<file path="src/rtl/banco_reg_pkg.sv">
// Shared types and default sizing for the parameterised register file.
package banco_reg_pkg;

  typedef enum logic {
    LIMPANDO = 1'b0,
    OPERANDO = 1'b1
  } estado_t;

  localparam int LARGURA_PADRAO      = 32;
  localparam int PROFUNDIDADE_PADRAO = 32;

endpackage

</file>
<file path="src/rtl/banco_registradores_param.sv">
// Parameterised register file: 2 combinational read ports, 1 write port, zero-sweep after reset.
// Optional same-cycle write-to-read bypass enabled by defining BANCO_REG_BYPASS_EN.
module banco_registradores_param
  import banco_reg_pkg::*;
#(
  parameter int LARGURA      = LARGURA_PADRAO,
  parameter int PROFUNDIDADE = PROFUNDIDADE_PADRAO,
  parameter int END_W        = $clog2(PROFUNDIDADE)
) (
  input  logic               clock,
  input  logic               reset,
  input  logic [END_W-1:0]   regLe1,
  input  logic [END_W-1:0]   regLe2,
  input  logic [END_W-1:0]   regEsc,
  input  logic [LARGURA-1:0] dadosEsc,
  input  logic               escReg,
  output logic [LARGURA-1:0] dadosLe1,
  output logic [LARGURA-1:0] dadosLe2,
  output logic               pronto
);

  localparam logic [END_W-1:0] CONT_UM = END_W'(1);
  localparam logic [END_W-1:0] ULTIMO  = END_W'(PROFUNDIDADE - 1);

  estado_t            estado_q, estado_d;
  logic [END_W-1:0]   contador_q, contador_d;
  logic [LARGURA-1:0] banco_q [PROFUNDIDADE];
  logic               limpa_en;
  logic               esc_en;

  always_ff @(posedge clock or posedge reset) begin
    if (reset) begin
      estado_q   <= LIMPANDO;
      contador_q <= CONT_UM;
    end else begin
      estado_q   <= estado_d;
      contador_q <= contador_d;
    end
  end

  always_comb begin
    estado_d   = estado_q;
    contador_d = contador_q;
    unique case (estado_q)
      LIMPANDO: begin
        if (contador_q == ULTIMO) estado_d = OPERANDO;
        else                      contador_d = contador_q + CONT_UM;
      end
      OPERANDO: ;
      default:  estado_d = LIMPANDO;
    endcase
  end

  assign pronto   = (estado_q == OPERANDO);
  assign limpa_en = (estado_q == LIMPANDO);
  assign esc_en   = pronto && escReg && (regEsc != '0);

  // Storage has no reset; entry 0 is never written and is masked on read.
  always_ff @(posedge clock) begin
    if (limpa_en) begin
      banco_q[contador_q] <= '0;
    end else if (esc_en) begin
      banco_q[regEsc] <= dadosEsc;
    end
  end

  always_comb begin
    dadosLe1 = '0;
    dadosLe2 = '0;
    if (pronto && (regLe1 != '0)) dadosLe1 = banco_q[regLe1];
    if (pronto && (regLe2 != '0)) dadosLe2 = banco_q[regLe2];
`ifdef BANCO_REG_BYPASS_EN
    if (esc_en && (regEsc == regLe1)) dadosLe1 = dadosEsc;
    if (esc_en && (regEsc == regLe2)) dadosLe2 = dadosEsc;
`endif
  end

endmodule

</file>
<file path="config.mk">
export PLATFORM = sky130hd
export DESIGN_NAME = banco_registradores_param
export DESIGN_NICKNAME = d
export VERILOG_FILES = /design/src/rtl/banco_reg_pkg.sv /design/src/rtl/banco_registradores_param.sv
export SDC_FILE = /design/constraint.sdc
export NUM_CORES = 1
export LEC_CHECK = 0
export CORE_MARGIN = 2
export CORE_UTILIZATION = 40
export DETAILED_ROUTE_END_ITERATION = 8
export GPL_ROUTABILITY_DRIVEN = 0
export HOLD_SLACK_MARGIN = 0.03
export SYNTH_ARGS = -nofsm -noshare
export SYNTH_HDL_FRONTEND = slang
export SYNTH_SLANG_ARGS = --single-unit
</file>
<file path="constraint.sdc">
create_clock -name clock -period 6.37 [get_ports clock]
set_clock_uncertainty 0.2 [all_clocks]
set_input_delay 1.274 -clock clock [delete_from_list [all_inputs] [get_ports clock]]
set_output_delay 1.274 -clock clock [all_outputs]
set_load 0.05 [all_outputs]
</file>
Yosys cells after proc, flatten, opt, wreduce, memory -nomap -nowiden
Memories as Yosys holds them, arrays and structs flattened.
Index checks and enable logic that the tools add are counted.
- bits in writable memories: 1024
- logic and storage cells: 27
- input bits: 50
- register bits: 6
- memories: 1
- memory list (memory ; depth ; width ; read ports ; clocked after memory_dff ; wr ports ; line ; RTL):
    banco_q ; 32 ; 32 ; 2 ; 0 ; 1 ; banco_registradores_param.sv:27 ; logic [LARGURA-1:0] banco_q [PROFUNDIDADE];
- multiplexer cells: 11
- add/subtract/negate cells: 1
- bitwise gates (word level): 2
- reductions and logical operators: 9
- equality and inequality tests: 1
- operator list (operator ; number):
    32-bit two-way mux ; 3
    32-bit OR reduction ; 1
    5-bit nonzero test ; 3
    1-bit two-way mux ; 7
    5-bit by 1-bit adder with 5-bit output (second input constant) ; 1
    5-bit equality test (second input constant) ; 1
    5-bit two-way mux ; 1
    1-bit logical AND ; 4
    1-bit inverter ; 2
    2-bit AND reduction ; 1

Depth between registers and ports, before layout
- depth after elaboration: 7
- mapped depth: 8
- mapped depth without buffers: 6

Worst setup path before layout
Ideal clock, no wire load.
- kind: in2reg
- start: input port regEsc[4]
- end: memory banco_q[15][0] in the netlist's numbering, enable pin
- cell stages on the path: 4
- path buffers: 0
- arrival time: 4.608 ns
- slack: 1.101 ns
- cells stage by stage: or3_4 o31a_4 o31a_1 nor3_1
- longest elaborated chain between the ends: 7
- elaborated cells between the ends (all ways): 8
- classes of those cells: 5 x mux; 3 x reduce/logical
- RTL lines (what ; line ; RTL):
    from (decl) ; banco_registradores_param.sv:14 ; input logic [END_W-1:0] regEsc,
    5-bit nonzero test ; banco_registradores_param.sv:56 ; assign esc_en = pronto && escReg && (regEsc != '0);
    1-bit logical AND ; banco_registradores_param.sv:56 ;
    1-bit two-way mux ; banco_registradores_param.sv:62 ; end else if (esc_en) begin
    1-bit two-way mux ; banco_registradores_param.sv:60 ; if (limpa_en) begin
    1-bit two-way mux (not written as such) ; banco_registradores_param.sv:63 ; banco_q[regEsc] <= dadosEsc;
    32-bit OR reduction (no source line) ; -- ;
    5-bit two-way mux (no source line) / 1-bit two-way mux (equally long branches) ; -- ;
    to (decl) ; banco_registradores_param.sv:27 ;
Several ways; a longest one is shown, not always the timed one.

Final worst setup path
- start: input port regLe1[3]
- end: output port dadosLe1[8]
- longest elaborated chain between the ends: 3
- elaborated cells between the ends (all ways): 4
- classes of those cells: 1 x mux; 2 x reduce/logical; 1 x memory
- RTL lines (what ; line ; RTL):
    from (decl) ; banco_registradores_param.sv:12 ; input logic [END_W-1:0] regLe1,
    parallel branches: the longest is 2 deep, another holds memory 32 x 32 bit ; -- ;
    32-bit two-way mux * ; banco_registradores_param.sv:70 ; if (pronto && (regLe1 != '0)) dadosLe1 = banco_q[regLe1];
    to (decl) ; banco_registradores_param.sv:17 ; output logic [LARGURA-1:0] dadosLe1,
Every way passes the cells marked *.

==> summary.md <==
| Metric | Value |
|---|---|
| Critical path startpoint category | input port |
| Vias in the first global route | about 31000 |
| Hold Path End | contador_q[3] |
| R2R Setup Slk | 2500 ps |
| Syn Area/Cell | 16.58 µm² |
| CTS Buf Count | 108 |
| Async SR Flop Fraction | less than 1% |
| Post-cts sizing count | 0 |
| Die H | roughly 350 µm |
| Flip-flop and latch area | 30900 µm² |
| CTS root buf | clkbuf_16 |
| Worst hold stages | 1 |
| Final non-filler cell total | about 4700 |
| Via-to-Cell Ratio | about 6.6 |
| Critical-path maximum fanout | 15 |
| Worst-skew pair later-pin latency | 700 ps |
| Met2 wire length | slightly above 70000 µm |
| Hold_sp | contador_q[3] |
| Slowest CP cell | nor3_4 |
| Fin util | between 40% and 50% |
| H-tree level count | 3 |
| Initial core utilization | 40.18% |
| RR Endpoint | banco_q[1][9] |
| Yosys top cell by area | edfxtp_1 |
| Die W | roughly 350 µm |
| Core area | around 120000 µm² |
| Worst Hold Margin | about 380 ps |
| Area growth from synthesis to layout | 15.78% |
| First-pass GRT wire length | between 200000 and 250000 µm |
| PwrDens | 275.1 nW/µm² |
| Max_cap viols | 0 |
| CP Cell Sequence | clkdlybuf4s50_1 -> or3b_1 -> nor3_4 -> buf_4 -> a22oi_1 -> nand4_1 -> buf_12 |
| # rows | about 130 |
| Buffers added on ports | roughly 110 |
| Antenna viol nets, final | 0 |
| Measured slew at the worst slew-check pin | about 1400 ps |
| Hold Path Class | flop to flop |
| Fmax | around 170 MHz |
| Synth area leaders | edfxtp_1 64%, mux2i_1 12%, mux4_2 11%, a22oi_1 4.7%, nand3_1 1.5% |
| Maximum vdd drop | 217.3 µV |
| CTS clk-pin slew, worst paths | 60 ps |
| Met3 wire len | 19680 µm |
| Top-level I/O count | between 100 and 150 |
| Wirelength per Cell | 34.70 µm |
| Post-Syn Instances | 2900 |
| Leak | 20.30 nW |
| Vias | 31070 |
| M1 wire length | 65650 µm |
| Hold buffers post-CTS | 0 |
| CP endpoint kind | primary output |
| FF-to-FF path depth | 5 |
| Detailed Routing Iterations Pass 1 | 6 |
| Worst reg2reg startpoint | pronto |
| Sequential area share after synthesis | around 64% |
| Fillers | between 10000 and 15000 |
| GRT Total Usage | between 20% and 30% |
| First DRT Iteration DRCs | 4384 |
| Post-route setup TNS | 0 ps |
| Flops & latches, synth | between 1000 and 1500 |
| RSZ-0062 raised after global routing | false |
| Worst endpoint required time | between 4000 and 5000 ps |
| DR top layer | met5 |
| Largest net degree at the start of global routing | 84 |
| CP peak stage delay | between 1000 and 1500 ps |
| # setup viols final | 0 |
| Number of synthesized flops with an enable pin | 1024 |
| Max Root-Sink Buffers | 3 |
| Gr ovfl total | 0 |
| Synth top area share | around 64% |
| Synth Cell Area | around 48000 µm² |
| Critical path class | input port to primary output |
| Area of the multi-input gates | between 15000 and 20000 µm² |
| Fraction of layout cells with a size suffix above 1 | about a fifth |
| Total wire length | between 150000 and 200000 µm |
| Max transition margin | 8.386% |
| Final Slew Violations | 0 |
| Arr. time, crit path | approximately 4500 ps |
| DP Wirelength | just under 100000 µm |
| Pwr Total | approximately 0.015 W |
| Synth Warn # | 0 |
| Post-CTS setup buffers | 0 |
| Die area | ~120000 µm² |
| CTS sink count | a little over 1000 |
| CTS tree | done |
| Fin crit period | 5989 ps |
| Syn_nets | around 3000 |
| Outcome | complete, no violations |
| Antenna violations before repair | 10 |
| Nets | roughly 3100 |
| # DRC | 0 |
| Placed Cells | 4535 |
| Final hold viol count | 0 |
| Ys flop type | edfxtp_1 |
| Final period util | 94.01% |
| Post-synth cell types | 48 |
stage by stage:
step	setup WS [ps]	cell area, µm²
2_1_floorplan	1101	48070
3_3_place_gp	443.5	52180
3_5_place_dp	352.8	52180
4_1_cts	345.3	55660
5_1_grt	421.1	55660
6_report	381.5	55660
worst max-delay path, delay by kind of cell:
kind / cells / cell delay [ps]
AO/OA/AOI/OAI: 1 / 100
buffers and inverters: 3 / 1110
AND/OR/NAND/NOR: 3 / 2020
kinds of logic (layout without fill, tap and decap cells):
| family | after synthesis | count (layout) | synth area share [%] |
|---|---|---|---|
| buf+inv | 234 | 458 | 2.290 |
| flops | 1030 | 1030 | 64.28 |
| mux | 790 | 790 | 22.54 |
| fa+ha+maj | 2 | 2 | 0.05204 |
| compound gates | 415 | 415 | 6.074 |
| xor+xnor | 3 | 3 | 0.05466 |
| other cells | 0 | 1 | 0 |
| simple gates | 426 | 426 | 4.711 |
area by class of cell:
| type | count | share of cell area [%] |
|---|---|---|
| multi-input cells | 1636 | 29.50 |
| clock inverters | 67 | 1.110 |
| inverters | 8 | 0.05395 |
| well taps | 1612 | 3.623 |
| repair buffers | 249 | 5.051 |
| diodes | 1 | 0.004496 |
| flip-flops and latches | 1030 | 55.51 |
| clock buffers | 134 | 5.145 |
sequential cells by signal, indices dropped and copies added, names as in the netlist:
name,cells
banco_q,1024
contador_q,5
pronto,1
worst max-delay path by stage:
stage | start | cells after the start | endpoint | slack, ps
finish | regLe1[3] | 7 | dadosLe1[8] | 380
global route | regLe1[3] | 7 | dadosLe1[8] | 420
CTS | regLe1[3] | 7 | dadosLe1[8] | 350
detailed placement | regLe1[3] | 7 | dadosLe1[8] | 350
global placement | regLe1[3] | 7 | dadosLe1[8] | 440
floorplan | regEsc[4] | 4 | banco_q[15][0] | 1100
cell usage after synthesis, types with 4 or more instances:
cell type and n:
a22oi_1 301, mux2i_1 555, clkbuf_1 96, nand2_1 73
nor3_2 5, nor2b_1 6, nand3_1 140, nor2_1 37
buf_2 94, a31oi_1 14, buf_1 9, dfrtp_1 5
nor3_1 9, nand4_1 68, inv_1 8, a21oi_1 88
and3_1 33, and2_1 37, nand2b_1 4, edfxtp_1 1024
mux4_2 234, buf_4 26
power by group:
part / switching [W] / total [W] / leakage (nW) / internal, W
Combinational: 0.00101 / 0.00154 / 7.92 / 0.000529
Sequential: 0.00000720 / 0.00750 / 10.7 / 0.00749
Clock: 0.00266 / 0.00628 / 1.69 / 0.00362
layout by cell type (no fill, tap or decap), drive strengths merged, types with 2 or more instances in the layout:
cell / n
a21oi: 88
a22oi: 301
a31oi: 14
and2: 39
and3: 33
buf: 203
bufinv: 11
clkbuf: 135
clkdlybuf4s50: 45
clkinv: 49
clkinvlp: 4
dfrtp: 5
edfxtp: 1024
ha: 2
inv: 11
mux2i: 555
mux4: 234
nand2: 73
nand2b: 4
nand3: 140
nand4: 68
nor2: 38
nor2b: 6
nor3: 14
nor3b: 3
o21ai: 3
o31a: 2
o32a: 3
or3: 3
xnor2: 2
metal layers:
layer,GRT usage (%),vias up
li1,-,12290
met1,37.81,16230
met2,39.41,2145
met3,6.696,401
met4,9.722,6
met5,0,-
Power figures use the tool's default switching activity.
